**src/rtl/face_detect_udiv_25ns_10ns_16_seq.sv**
```systemverilog
// Radix-2 restoring divider: 25-bit dividend / 10-bit divisor -> 16-bit quotient, 10-bit remainder.
// One quotient bit per enabled cycle, valid/ready on both sides, clock-enable freezes everything.
module face_detect_udiv_25ns_10ns_16_seq #(
    parameter int unsigned DIVIDEND_W = 25,
    parameter int unsigned DIVISOR_W  = 10,
    parameter int unsigned QUOT_W     = 16
) (
    input  logic                  clk,
    input  logic                  rst_n,
    input  logic                  ce,
    input  logic                  din_valid,
    output logic                  din_ready,
    input  logic [DIVIDEND_W-1:0] dividend,
    input  logic [DIVISOR_W-1:0]  divisor,
    output logic                  dout_valid,
    input  logic                  dout_ready,
    output logic [QUOT_W-1:0]     quotient,
    output logic [DIVISOR_W-1:0]  remainder,
    output logic                  err
);

    localparam int unsigned HiW  = DIVIDEND_W - QUOT_W;
    localparam int unsigned CntW = $clog2(QUOT_W);

    typedef enum logic [1:0] {StIdle, StCalc, StDone} state_e;

    state_e                state_q, state_d;
    logic [DIVISOR_W-1:0]  part_q, part_d;
    logic [QUOT_W-1:0]     shift_q, shift_d;
    logic [DIVISOR_W-1:0]  dvsr_q, dvsr_d;
    logic [CntW-1:0]       cnt_q, cnt_d;
    logic [QUOT_W-1:0]     quot_q, quot_d;
    logic [DIVISOR_W-1:0]  rem_q, rem_d;
    logic                  err_q, err_d;

    logic                  in_xfer, out_xfer, in_err, q_bit;
    logic [DIVISOR_W-1:0]  dd_hi;
    logic [DIVISOR_W:0]    trial;
    logic [DIVISOR_W-1:0]  diff;

    assign dd_hi   = {{(DIVISOR_W-HiW){1'b0}}, dividend[DIVIDEND_W-1 -: HiW]};
    // A zero divisor also trips the overflow compare, but keep it explicit.
    assign in_err  = (divisor == '0) || (dd_hi >= divisor);
    assign in_xfer = ce && din_valid && din_ready;
    assign out_xfer = ce && dout_valid && dout_ready;

    // Partial remainder stays below the divisor, so the low bits of the difference are exact.
    assign trial = {part_q, shift_q[QUOT_W-1]};
    assign q_bit = (trial >= {1'b0, dvsr_q});
    assign diff  = trial[DIVISOR_W-1:0] - dvsr_q;

    always_ff @(posedge clk) begin
        if (!rst_n) begin
            state_q <= StIdle;
            part_q  <= '0;
            shift_q <= '0;
            dvsr_q  <= '0;
            cnt_q   <= '0;
            quot_q  <= '0;
            rem_q   <= '0;
            err_q   <= 1'b0;
        end else begin
            state_q <= state_d;
            part_q  <= part_d;
            shift_q <= shift_d;
            dvsr_q  <= dvsr_d;
            cnt_q   <= cnt_d;
            quot_q  <= quot_d;
            rem_q   <= rem_d;
            err_q   <= err_d;
        end
    end

    always_comb begin
        state_d = state_q;
        part_d  = part_q;
        shift_d = shift_q;
        dvsr_d  = dvsr_q;
        cnt_d   = cnt_q;
        quot_d  = quot_q;
        rem_d   = rem_q;
        err_d   = err_q;
        if (ce) begin
            unique case (state_q)
                StIdle: ;
                StCalc: begin
                    part_d  = q_bit ? diff : trial[DIVISOR_W-1:0];
                    shift_d = {shift_q[QUOT_W-2:0], q_bit};
                    if (cnt_q == '0) begin
                        state_d = StDone;
                        quot_d  = shift_d;
                        rem_d   = part_d;
                        err_d   = 1'b0;
                    end else begin
                        cnt_d = cnt_q - 1'b1;
                    end
                end
                StDone: begin
                    if (out_xfer) state_d = StIdle;
                end
                default: state_d = StIdle;
            endcase
            // A new operation overrides the drain to idle when both happen together.
            if (in_xfer) begin
                if (in_err) begin
                    state_d = StDone;
                    quot_d  = '1;
                    rem_d   = '0;
                    err_d   = 1'b1;
                end else begin
                    state_d = StCalc;
                    part_d  = dd_hi;
                    shift_d = dividend[QUOT_W-1:0];
                    dvsr_d  = divisor;
                    cnt_d   = CntW'(QUOT_W - 1);
                end
            end
        end
    end

    always_comb begin
        din_ready  = 1'b0;
        dout_valid = 1'b0;
        unique case (state_q)
            StIdle: din_ready = 1'b1;
            StDone: begin
                dout_valid = 1'b1;
                din_ready  = dout_ready;
            end
            default: ;
        endcase
    end

    assign quotient  = quot_q;
    assign remainder = rem_q;
    assign err       = err_q;

endmodule

```
**config.mk**
```make
export PLATFORM = sky130hd
export DESIGN_NAME = face_detect_udiv_25ns_10ns_16_seq
export DESIGN_NICKNAME = d
export VERILOG_FILES = /design/src/rtl/face_detect_udiv_25ns_10ns_16_seq.sv
export SDC_FILE = /design/constraint.sdc
export NUM_CORES = 1
export LEC_CHECK = 0
export CORE_AREA = 2 2 94 96
export DETAILED_ROUTE_END_ITERATION = 10
export DIE_AREA = 0 0 96 98
export PLACE_DENSITY_LB_ADDON = 0.08
export SYNTH_ARGS = -nofsm -noshare
export SYNTH_HDL_FRONTEND = slang
export SYNTH_SLANG_ARGS = --single-unit
```
**constraint.sdc**
```tcl
create_clock -name clk -period 2.55 [get_ports clk]
set_input_delay 0.765 -clock clk [delete_from_list [all_inputs] [get_ports clk]]
set_output_delay 0.765 -clock clk [all_outputs]
set_load 0.02 [all_outputs]
```
==> flow_summary.ini <==
[power]
share_comb_of_total_power = 0.352
power.share.switching = 0.335
cellPowerDensity_mw_per_mm2 = 602
sequentialPowerShare = 0.369
power_report.internal_total_mw = 2.17
peak_supply_drop_v = 0.000308
total_power_mw = 3.26
power.static_leakage_nw = 2.20
net-switching-power_mw = 1.09
power.clock.fraction = 0.279

[routing]
detailedRoute.firstPassIterationCount = 5
via_count = 3886
detail_route.wirelength_um = 11200
drtAntennaViolNets = 0
drtIter0Drc = 173
route.detailed.wl_per_inst_um = 16.7
count_of_unresolved_drc_violations_after_routing = 0
route.detailed.vias_per_inst = 5.80

[yosys]
yosys_most_used_dff = dfxtp_1
synth_area_sq_mm = 0.00389
postSynthRegisterBits = 69
netlist_top_cells_count = 75 x nand2_1, 69 x dfxtp_1, 46 x a21oi_1, 27 x inv_1, 25 x nand3_1
post-synth-top-area-fraction = 0.355
postSynth.asyncResetShare = 0
synth_cell_type_count = 63
cells_after_synth = 460
seq_area_frac_synth = 0.355
count_of_flip_flops_with_a_built_in_enable_after_synthesis = 0
synth_top_cells_by_area = dfxtp_1 36%, nand2_1 7.2%, ha_1 6.4%
avgSynthCellArea_sq_um = 8.45
syn-num-nets = 521
yosys_warnings = 0
yosysTopAreaCell = dfxtp_1
most_frequent_cell_after_synthesis = nand2_1

[die]
fp.coreArea_sq_mm = 0.00847
die_x_um = 96
die-area_sq_mm = 0.00941
ioPinCount = 69
num_rows = 34
initial_core_util = 0.459
vertical_die_dimension_um = 98

[clock_network]
tritoncts = done
cts_made_buffers = 9
clock_insertion_delay_worst_skew_ps = 350
clock_path_buffers = 2
ctsRootBufferMaster = clkbuf_8
tritoncts_num_sinks = 69
cts.clk_slew.worst_paths_ps = 80
htreeDepth = 3

[place]
io_buffers = 68
hpwl_um = 7700
gp_congestion = 0.884

[cells_and_area]
n_antenna_cell = 0
final_nets = 619
post_route_cells_drive_above_1_share = 0.212
area_growth_pct = 39.3

[global_route]
grt_max_degree = 35
grt_pass1_vias = 3639
grt_util_all_layers = 0.241
grt_overflow_total = 0
grt_pass1_wl_um = 17800
grt_antenna_before_repair = 0

[setup_path]
critical_path_peak_fanout = 2
worst-endpoint-required_ps = 1790
worstSetupEndpointType = primary output
critPathMaxStageDelay_ps = 470
critPathKind = input pin to primary output
r2r_slack_ps = 140
setup.worst_path.start_class = input pin
slowest_stage = clkdlybuf4s50_1
timing.critical_path.max_delay_family = buffers and inverters
worstPathCellList = clkdlybuf4s50_1 -> inv_1 -> a21oi_1 -> clkdlybuf4s15_1
cp_data_arrival_time_ps = 1720
critPathBufInv = 3

[sta]
setup_viol = 0
rsz0062_at_grt = yes
final.setup_skew_ps = 14.1
tightestPinTransition_ps = 706
timing.final.hold_violations = 0
max_freq_ghz = 0.402
final_min_period_over_clock_period = 0.976
drv_slew = 0
post_route_setup_tns_ps = 0
slew-limit-headroom = 0.530
period_needed_ps = 2490

[run_status]
status = finished, final reports clean

[hold_path]
worst_hold_path_type = register to register

[job]
drv.max_cap_violation_count = 0
==> worst min-delay path, stage by stage (launching register included) <==
cell	delay [ps]
dfxtp_1	310
nand2_1	50
a21oi_1	50
==> per-layer routing <==
metal	part of all wire	global-route usage	routed length, um
met5	0	0	0
met4	0.015	0.0714	172
met3	0.044	0.0424	488
met2	0.52	0.425	5820
met1	0.42	0.294	4730
==> logic make-up (layout without fill, tap and decap cells) <==
kind of cell,after synthesis,after routing,share of synthesized area
compound gates,155,156,0.294
simple gates,140,140,0.173
flops,69,69,0.355
buf+inv,59,160,0.0685
fa+ha+maj,21,21,0.0695
mux,9,9,0.0245
xor+xnor,7,7,0.0158
==> through the flow <==
step	std cells	setup WS (ps)	hold slack [ps]	utilization	cell area (sq um)
global placement	645	-596	443	0.579	4900
global route	670	-17.3	482	0.640	5420
detailed placement	645	-574	448	0.579	4900
floorplan	460	22.1	436	-	3890
finish	670	60.3	458	0.640	5420
CTS	666	-3.68	460	0.619	5240
==> sequential cells by signal, summed over array words and instances, names as in the netlist <==
register	flops
part_q	10
shift_q	16
err	1
dvsr_q	10
quotient	16
state_q	2
remainder	10
cnt_q	4
==> placed cells by master (no fill, tap or decap), drive strengths merged, types with 4 or more instances in the layout <==
cell type and count:
clkbuf 12, nand2b 4, dfxtp 69, xnor2 5, o21ai 15, nor2 13, nand2 76, nand3 25
a21oi 46, inv 28, o21a 6, nor2b 4, o221a 16, mux2i 5, buf 48, a21o 7
o32ai 5, dlygate4sd2 6, ha 20, a32o 11, a211oi 7, dlymetal6s2s 7, mux2 4, clkdlybuf4s50 54
a22oi 21
==> repair_timing <==
action	in CTS	in global routing
gates resized for setup	29	25
pin swaps	8	11
endpoints found under the setup margin	67	67
cloned	1	2
setup buffers	5	2
hold buffers	0	0
==> power by group through the flow <==
stage	Sequential (mW)	Clock (mW)	Combinational (mW)
global route	1.21	0.968	1.24
finish	1.20	0.910	1.15
floorplan	1.24	0	0.651
detailed placement	1.22	0	1.05
CTS	1.20	0.925	1.09
global placement	1.22	0	1.03
==> path summary, 6_finish.rpt <==
path,startpoint,end,cells after the start
worst max-delay path,dout_ready,din_ready,4
worst min register to register,dvsr_q[6],dvsr_q[6],2
worst min-delay path,dvsr_q[6],dvsr_q[6],2
worst max register to register,dvsr_q[5],part_q[1],9
==> area by class of cell <==
| class | count | area [sq um] |
|---|---|---|
| fillers | 727 | 3050 |
| multi-input cells | 333 | 2420 |
| flip-flops and latches | 69 | 1380 |
| repair buffers | 118 | 1180 |
| clock buffers | 10 | 138 |
| well taps | 108 | 135 |
| inverters | 27 | 101 |
| clock inverters | 5 | 60.1 |
No activity file was read; power rests on OpenSTA's default activity.
